`src/rtl/accumulator_arbiter_pkg.sv`:
```
// Shared types and helpers for the accumulator_arbiter slice.
package accumulator_arbiter_pkg;

  typedef enum logic [2:0] {
    StIdle,
    StClear,
    StAccum,
    StSettle,
    StDone
  } state_e;

  // Index width for n requesters; never narrower than one bit.
  function automatic int unsigned id_width(input int unsigned n);
    return (n > 1) ? $clog2(n) : 1;
  endfunction

endpackage

```
`src/rtl/rr_arbiter.sv`:
```
// Combinational round-robin pick: first set request at or above ptr, wrapping.
module rr_arbiter
  import accumulator_arbiter_pkg::*;
#(
  parameter int unsigned NUM_REQ = 4,
  parameter int unsigned ID_W    = id_width(NUM_REQ)
) (
  input  logic [NUM_REQ-1:0] req,
  input  logic [ID_W-1:0]    ptr,
  output logic [NUM_REQ-1:0] grant,
  output logic [ID_W-1:0]    idx,
  output logic               valid
);

  // One spare bit so ptr + offset cannot overflow before the wrap.
  logic [ID_W:0] cand;

  // Scan offsets 0..NUM_REQ-1 from the pointer; the lowest offset wins.
  always_comb begin
    grant = '0;
    idx   = '0;
    valid = 1'b0;
    cand  = '0;
    for (int unsigned off = 0; off < NUM_REQ; off++) begin
      cand = {1'b0, ptr} + (ID_W + 1)'(off);
      if (cand >= (ID_W + 1)'(NUM_REQ)) begin
        cand = cand - (ID_W + 1)'(NUM_REQ);
      end
      if (!valid && req[cand[ID_W-1:0]]) begin
        valid = 1'b1;
        idx   = cand[ID_W-1:0];
      end
    end
    if (valid) begin
      grant[idx] = 1'b1;
    end
  end

endmodule

```
`src/rtl/accumulator_arbiter.sv`:
```
// Round-robin sharing of one external accumulator among NUM_REQ burst requesters.
// Optional feature: define ACC_ARB_TIMEOUT_EN to abort stalled bursts and add o_RESULT_ABORT.
module accumulator_arbiter
  import accumulator_arbiter_pkg::*;
#(
  parameter int unsigned NUM_REQ        = 4,
  parameter int unsigned DATA_WIDTH     = 8,
  parameter int unsigned TIMEOUT_CYCLES = 16
) (
  input  logic                             i_CLK,
  input  logic                             i_RESET,
  input  logic [NUM_REQ-1:0]               i_REQ,
  input  logic [NUM_REQ*DATA_WIDTH-1:0]    i_SUMMAND,
  input  logic [NUM_REQ-1:0]               i_LAST,
  output logic [NUM_REQ-1:0]               o_GRANT,
  output logic                             o_ACC_RESET,
  output logic                             o_ACC_CLK_ENABLE,
  output logic [DATA_WIDTH-1:0]            o_ACC_SUMMAND,
  input  logic [DATA_WIDTH-1:0]            i_ACCUMULATION,
  output logic [DATA_WIDTH-1:0]            o_RESULT,
  output logic [id_width(NUM_REQ)-1:0]     o_RESULT_ID,
  output logic                             o_RESULT_VALID,
`ifdef ACC_ARB_TIMEOUT_EN
  output logic                             o_RESULT_ABORT,
`endif
  input  logic                             i_RESULT_READY
);

  localparam int unsigned IdW = id_width(NUM_REQ);

  if (NUM_REQ < 2 || NUM_REQ > 16 || TIMEOUT_CYCLES == 0) begin : g_bad_params
    $error("accumulator_arbiter: unsupported parameter values");
  end

  state_e               state_q, state_d;
  logic [IdW-1:0]       winner_q, winner_d;
  logic [NUM_REQ-1:0]   winner_oh_q, winner_oh_d;
  logic [IdW-1:0]       ptr_q, ptr_d;
  logic [NUM_REQ-1:0]   grant_q, grant_d;
  logic                 acc_reset_q, acc_reset_d;
  logic                 valid_q, valid_d;
  logic [DATA_WIDTH-1:0] result_q, result_d;
  logic [IdW-1:0]       result_id_q, result_id_d;
  logic                 accept;

  logic [NUM_REQ-1:0]   arb_grant;
  logic [IdW-1:0]       arb_idx;
  logic                 arb_valid;

`ifdef ACC_ARB_TIMEOUT_EN
  localparam int unsigned CntW = id_width(TIMEOUT_CYCLES);
  logic [CntW-1:0] stall_q, stall_d;
  logic            abort_q, abort_d;

  // Abort is only meaningful while the result is being offered.
  assign o_RESULT_ABORT = abort_q & valid_q;
`endif

  rr_arbiter #(
    .NUM_REQ (NUM_REQ),
    .ID_W    (IdW)
  ) u_rr_arbiter (
    .req   (i_REQ),
    .ptr   (ptr_q),
    .grant (arb_grant),
    .idx   (arb_idx),
    .valid (arb_valid)
  );

  // Next-state, registered-output next values and the combinational accumulator drive.
  always_comb begin
    state_d          = state_q;
    winner_d         = winner_q;
    winner_oh_d      = winner_oh_q;
    ptr_d            = ptr_q;
    grant_d          = grant_q;
    acc_reset_d      = 1'b0;
    valid_d          = valid_q;
    result_d         = result_q;
    result_id_d      = result_id_q;
    o_ACC_CLK_ENABLE = 1'b0;
    o_ACC_SUMMAND    = '0;
    accept           = 1'b0;
`ifdef ACC_ARB_TIMEOUT_EN
    stall_d          = stall_q;
    abort_d          = abort_q;
`endif
    unique case (state_q)
      StIdle: begin
        if (arb_valid) begin
          winner_d    = arb_idx;
          winner_oh_d = arb_grant;
          acc_reset_d = 1'b1;
          state_d     = StClear;
        end
      end
      StClear: begin
        grant_d = winner_oh_q;
        state_d = StAccum;
`ifdef ACC_ARB_TIMEOUT_EN
        stall_d = '0;
`endif
      end
      StAccum: begin
        o_ACC_CLK_ENABLE = i_REQ[winner_q];
        o_ACC_SUMMAND    = i_SUMMAND[32'(winner_q)*DATA_WIDTH +: DATA_WIDTH];
        accept           = i_REQ[winner_q] & grant_q[winner_q];
        if (accept && i_LAST[winner_q]) begin
          grant_d = '0;
          state_d = StSettle;
        end
`ifdef ACC_ARB_TIMEOUT_EN
        else if (accept) begin
          stall_d = '0;
        end else if (stall_q == CntW'(TIMEOUT_CYCLES - 1)) begin
          grant_d = '0;
          abort_d = 1'b1;
          state_d = StSettle;
        end else begin
          stall_d = stall_q + 1'b1;
        end
`endif
      end
      StSettle: begin
        // The accumulator absorbed the last beat on the previous edge.
        result_d    = i_ACCUMULATION;
        result_id_d = winner_q;
        valid_d     = 1'b1;
        state_d     = StDone;
      end
      StDone: begin
        if (i_RESULT_READY) begin
          valid_d = 1'b0;
          ptr_d   = (winner_q == IdW'(NUM_REQ - 1)) ? '0 : winner_q + 1'b1;
          state_d = StIdle;
`ifdef ACC_ARB_TIMEOUT_EN
          abort_d = 1'b0;
`endif
        end
      end
      default: state_d = StIdle;
    endcase
  end

  // State and registered outputs; reset abandons any burst in flight.
  always_ff @(posedge i_CLK or negedge i_RESET) begin
    if (!i_RESET) begin
      state_q     <= StIdle;
      winner_q    <= '0;
      winner_oh_q <= '0;
      ptr_q       <= '0;
      grant_q     <= '0;
      acc_reset_q <= 1'b0;
      valid_q     <= 1'b0;
      result_q    <= '0;
      result_id_q <= '0;
`ifdef ACC_ARB_TIMEOUT_EN
      stall_q     <= '0;
      abort_q     <= 1'b0;
`endif
    end else begin
      state_q     <= state_d;
      winner_q    <= winner_d;
      winner_oh_q <= winner_oh_d;
      ptr_q       <= ptr_d;
      grant_q     <= grant_d;
      acc_reset_q <= acc_reset_d;
      valid_q     <= valid_d;
      result_q    <= result_d;
      result_id_q <= result_id_d;
`ifdef ACC_ARB_TIMEOUT_EN
      stall_q     <= stall_d;
      abort_q     <= abort_d;
`endif
    end
  end

  assign o_GRANT        = grant_q;
  assign o_ACC_RESET    = acc_reset_q;
  assign o_RESULT       = result_q;
  assign o_RESULT_ID    = result_id_q;
  assign o_RESULT_VALID = valid_q;

endmodule
```
`config.mk`:
```
export PLATFORM = sky130hd
export DESIGN_NAME = accumulator_arbiter
export DESIGN_NICKNAME = d
export VERILOG_FILES = /design/src/rtl/accumulator_arbiter_pkg.sv /design/src/rtl/rr_arbiter.sv /design/src/rtl/accumulator_arbiter.sv
export SDC_FILE = /design/constraint.sdc
export NUM_CORES = 1
export LEC_CHECK = 0
export ABC_AREA = 1
export CAP_MARGIN = 20
export CELL_PAD_IN_SITES_DETAIL_PLACEMENT = 2
export CELL_PAD_IN_SITES_GLOBAL_PLACEMENT = 2
export CORE_MARGIN = 8
export CORE_UTILIZATION = 22
export DETAILED_ROUTE_END_ITERATION = 6
export GPL_TIMING_DRIVEN = 0
export PLACE_DENSITY = 0.89
export SLEW_MARGIN = 20
export SYNTH_ARGS = -nofsm -noshare
export SYNTH_HDL_FRONTEND = slang
export SYNTH_SLANG_ARGS = --single-unit
```
`constraint.sdc`:
```
create_clock -name i_CLK -period 1.8 [get_ports i_CLK]
set_clock_uncertainty 0.15 [all_clocks]
set_input_delay 0.27 -clock i_CLK [delete_from_list [all_inputs] [get_ports i_CLK]]
set_output_delay 0.27 -clock i_CLK [all_outputs]
set_load 0.02 [all_outputs]
```
; ---- Yosys cells after proc, flatten, opt, wreduce, memory -nomap -nowiden
; Index checks and enable logic that the tools add are counted.
[totals]
ff_bits = 27
inputBits = 51
output_inout_bits = 25
[classes]
addsub = 8
n_lt_le_gt_ge = 11
n_eq_ne = 8
shifts = 1
n_mux = 41
n_bitwise = 1
reduce_logical = 16
[ops]
columns = cell, count
row1 = 32-bit by 6-bit variable part select with 8-bit output, 1
row2 = 2-bit by 3-bit less-than comparator with 1-bit output (second input constant), 6
row3 = 2-bit 2-to-1 mux, 9
row4 = 1-bit 2-to-1 mux, 16
row5 = 3-bit case mux with 5 select lines, 1
row6 = 1-bit binary-select mux with 2-bit select, 7
row7 = 3-bit >= comparator (second input constant), 3
row8 = 3-bit 2-to-1 mux, 3
row9 = 8-bit 2-to-1 mux, 1
row10 = 4-bit case mux with 2 select lines, 1
row11 = 2-bit AND reduction, 4
row12 = 2-bit by 1-bit subtractor with 2-bit output (second input constant), 4
row13 = 2-bit by 2-bit adder with 3-bit output (second input constant), 2
row14 = 3-bit by 2-bit equality test with 1-bit output (second input constant), 2
row15 = 2-bit != test (second input constant), 3
row16 = 1-bit logical AND, 5
row17 = 4-bit 2-to-1 mux, 1
row18 = 2-bit nonzero test, 2
row19 = 2-bit by 1-bit adder with 3-bit output (second input constant), 1
row20 = 3-bit by 1-bit equality test with 1-bit output (second input constant), 1
row21 = 3-bit equality test (second input constant), 1
row22 = 2-bit by 3-bit >= comparator with 1-bit output (second input constant), 1
row23 = 1-bit zero test, 3
row24 = 3-bit zero test, 1
row25 = other kinds (7), 7

; ---- Logic depth before layout (Yosys ltp)
[depth]
ltp_word = 18
depth_mapped = 12
depth_no_buf = 12

; ---- Cells and area by module
; A second synthesis with hierarchy kept.
[hier_totals]
cells_unflattened = 250
area_unflattened_um2 = 1851.8
[modules_own_cells]
columns = mod, instances, cells_each, area_each_um2, seq_area_each_um2
row1 = accumulator_arbiter, 1, 180, 1465.2, 675.6
row2 = rr_arbiter, 1, 70, 386.6, 0.0

; ---- Worst setup path after synthesis
; Ideal clock, no wire load.
[synth_timing]
kind = flip-flop to output port
start = register winner_q[0]
end = output o_ACC_SUMMAND[6]
t_arrival_ns = 1.318
t_required_ns = 1.380
setup_slack_ns = 0.062
path_stages_with_launch = 7
path_buffers = 2
cell_sequence = dfrtp_1 > buf_2 > buf_2 > nor2_1 > nor2_1 > o21ai_0 > a21oi_1
[synth_via]
elab_chain_cells = 2
[synth_rtl]
columns = element, line
row1 = "start, declared", accumulator_arbiter.sv:36  ; logic [IdW-1:0] winner_q, winner_d;
row2 = "start signal, assigned", accumulator_arbiter.sv:163  ; winner_q <= winner_d;
row3 = 32-bit by 6-bit variable part select with 8-bit output, accumulator_arbiter.sv:106  ; o_ACC_SUMMAND = i_SUMMAND[32'(winner_q)*DATA_WIDTH +: DATA_WIDTH];
row4 = 8-bit 2-to-1 mux, accumulator_arbiter.sv:88  ; unique case (state_q)
row5 = "end, declared", accumulator_arbiter.sv:18  ; output logic [DATA_WIDTH-1:0] o_ACC_SUMMAND,
; No other way between the ends.

; ---- Worst setup path after layout
[layout_timing]
start = register winner_q[1]
end = output o_ACC_SUMMAND[6]
; Same word-level chain as after synthesis.

==> run metrics <==
Post-Layout Cell Count 447; share of the synthesized area in the top cell type 0.3933; unrepaired setup endpoints after global routing true; DRC errors left 0; Hold Path Class flip-flop to flip-flop; gr usage total 0.1482; Slew @ Worst Pin 0.6324 ns; max_cap viols 0; Hold Fails Final Rpt 0; first-pass GRT wire length 13,090 um; row cnt 32; worst skew pair latency 0.28 ns; DR WL/cell 21.77 um; Arr. time, crit path 1.67 ns; count leader, synth nand2_1; layout cells sized above 1 0.3768; Die W 104.4 um; initial antenna violation count 0; synth top area cells dfrtp_1 (39%), nand2_1 (10%), nor2_1 (8.7%); clock sink total 27; Async SR Flop Fraction 1.000; Synth Flop Type dfrtp_1; Fmax 478.7 MHz; # H-tree levels 1; startpoint types flip-flop; pwr/cell area 1975 mW/mm^2; Avg Cell Area, Syn 7.188 sq um; die span in y 104.4 um; initial DRC count 54; sequential share of the synthesized area 0.3933; R2R setup slack -0.26 ns; HPWL after DPL 5827 um; vias in the first global route 2,341; commonest cells in the netlist nand2_1 (46), nor2_1 (40), dfrtp_1 (27); Port Buffers 75; clk buf depth 2; filler instances 867; outcome finished, violations left; Post-synth EDFFs 0; ant diodes 0; Util after Layout 0.4179; die area 0.01089 sq mm; Post-Syn Area 0.001718 sq mm; Crit Path Max Fanout 5; clk root buf clkbuf_8; Clk pin slew, worst setup/hold paths 0.10 ns; total power draw 0.006313 W; routability cong. 0.7739; Final ANT Viol Nets 0; Initial Util 0.2246; Leak 1.443 nW; failing checks setup timing; cells after synthesis 239; DRT Wirelength 9731 um; Layout area overhead 86.02%; Distinct cells, synth 26; Setup WS post-layout -0.2890 ns; Nets 398; crit path kind flip-flop to output pin; Multi-input gate area 0.001150 sq mm; Congestion Overflow GR 0; Worst slew margin 0.5784; largest net degree at the start of global routing 28; core region area 0.007647 sq mm; max-slew violations 0; vias per cell 4.834; Vias 2,161; worst vdd ir 0.6580 mV; Final Setup Violations 15; Pre-antenna DRT Iters 4; I/O pin cnt 76; CTS tree done; post-synth top area cell dfrtp_1; Yosys reg bits 27; Synth warnings 0; Worst Path Required 1.38 ns; total CTS buffers 3; post-layout minimum cycle time 2.089 ns; Critical Path Sink Type output pin; Tcrit/Tclk final 1.161; register area 678.2 sq um; number of cells after detailed placement 416; syn nets 291
metrics by stage:
step	hold WS, ns	instance area (sq um)	worst slack [ns]	TNS [ns]
floorplan	-0.1756	1718	0.06210	0
global placement	0.3109	2596	-0.6806	-10.21
detailed placement	0.1719	2591	-0.7947	-9.948
CTS	0.3554	2875	-0.2197	-1.815
global route	0.3829	3196	-0.3795	-4.786
finish	0.3635	3196	-0.2890	-3.086
critical path, stage by stage (launching register included):
cell,delay [ns]
dfrtp_1,0.40
buf_6,0.13
clkinvlp_4,0.17
clkbuf_16,0.22
nor2_4,0.08
o21ai_1,0.09
a21oi_2,0.15
buf_6,0.14
final cells by class:
class                   instances  share of cell area
plain buffers                   8             0.03289
well taps                     102             0.03994
multi-input cells             178              0.3598
inverters                      26             0.03681
repair buffers                101              0.3027
flip-flops and latches         27              0.2122
clock buffers                   4             0.01410
repair inverters                1            0.001566
path summary, 6_finish.rpt:
kind | from | to | cells past startpoint
setup / recovery | winner_q[1]$_DFFE_PN0P_ | o_ACC_SUMMAND[6] | 7
hold / removal | o_RESULT[3]$_DFFE_PN0P_ | o_RESULT[3]$_DFFE_PN0P_ | 1
setup reg to reg | winner_q[0]$_DFFE_PN0P_ | o_GRANT[2]$_DFFE_PN0P_ | 8
hold reg to reg | o_RESULT[3]$_DFFE_PN0P_ | o_RESULT[3]$_DFFE_PN0P_ | 1
max in group asynchronous | i_RESET | ptr_q[1]$_DFFE_PN0P_ | 2
min in group asynchronous | i_RESET | o_RESULT[0]$_DFFE_PN0P_ | 2
placed cells by master, fill, tap and decap left out, drive strengths merged, types with 4 or more instances in the layout:
cell type      count
nand3             24
dfrtp             27
clkbuf             8
nor2              44
nand4              4
a21oi             10
buf               39
mux2               8
nand2             57
inv               23
clkdlybuf4s50     63
o21ai             26
cell families after synthesis:
logic type,Yosys count,share of synthesized area
AOI/OAI and AO/OA,39,0.1180
adders and majority gates,1,0.007282
buffers and inverters,34,0.08085
DFF,27,0.3933
muxes,8,0.05244
and+or+nand+nor,130,0.3481
timing repair:
item                                    4_1_cts  5_1_grt
resized for setup                            92       74
endpoints found under the hold margin        27        0
endpoints found under the setup margin       17       21
cloned                                        1        2
hold buffers                                  1        0
buffers inserted                             12       11
pin swaps                                    14       30
where the power goes:
group / internal, W / switching [W] / total, W
Combinational: 0.00202 / 0.00277 / 0.00478
Sequential: 0.000904 / 0.000268 / 0.00117
Clock: 0.000159 / 0.000200 / 0.000359
state kept, by name, summed over array words and instances (netlist names):
register,count
o_RESULT_ID,2
o_RESULT_VALID,1
winner_oh_q,4
o_GRANT,4
state_q,3
ptr_q,2
o_ACC_RESET,1
o_RESULT,8
winner_q,2
metal layers:
layer  GRT usage  share of wire  wire, um  up-vias
met2      0.2755           0.53      5143       76
met5           0              0         0        -
met1      0.1723           0.42      4060     1080
met4     0.04033          0.019       187        0
li1            -              -         -      989
met3     0.01797          0.035       340       16
(Power assumes the default switching activity.)
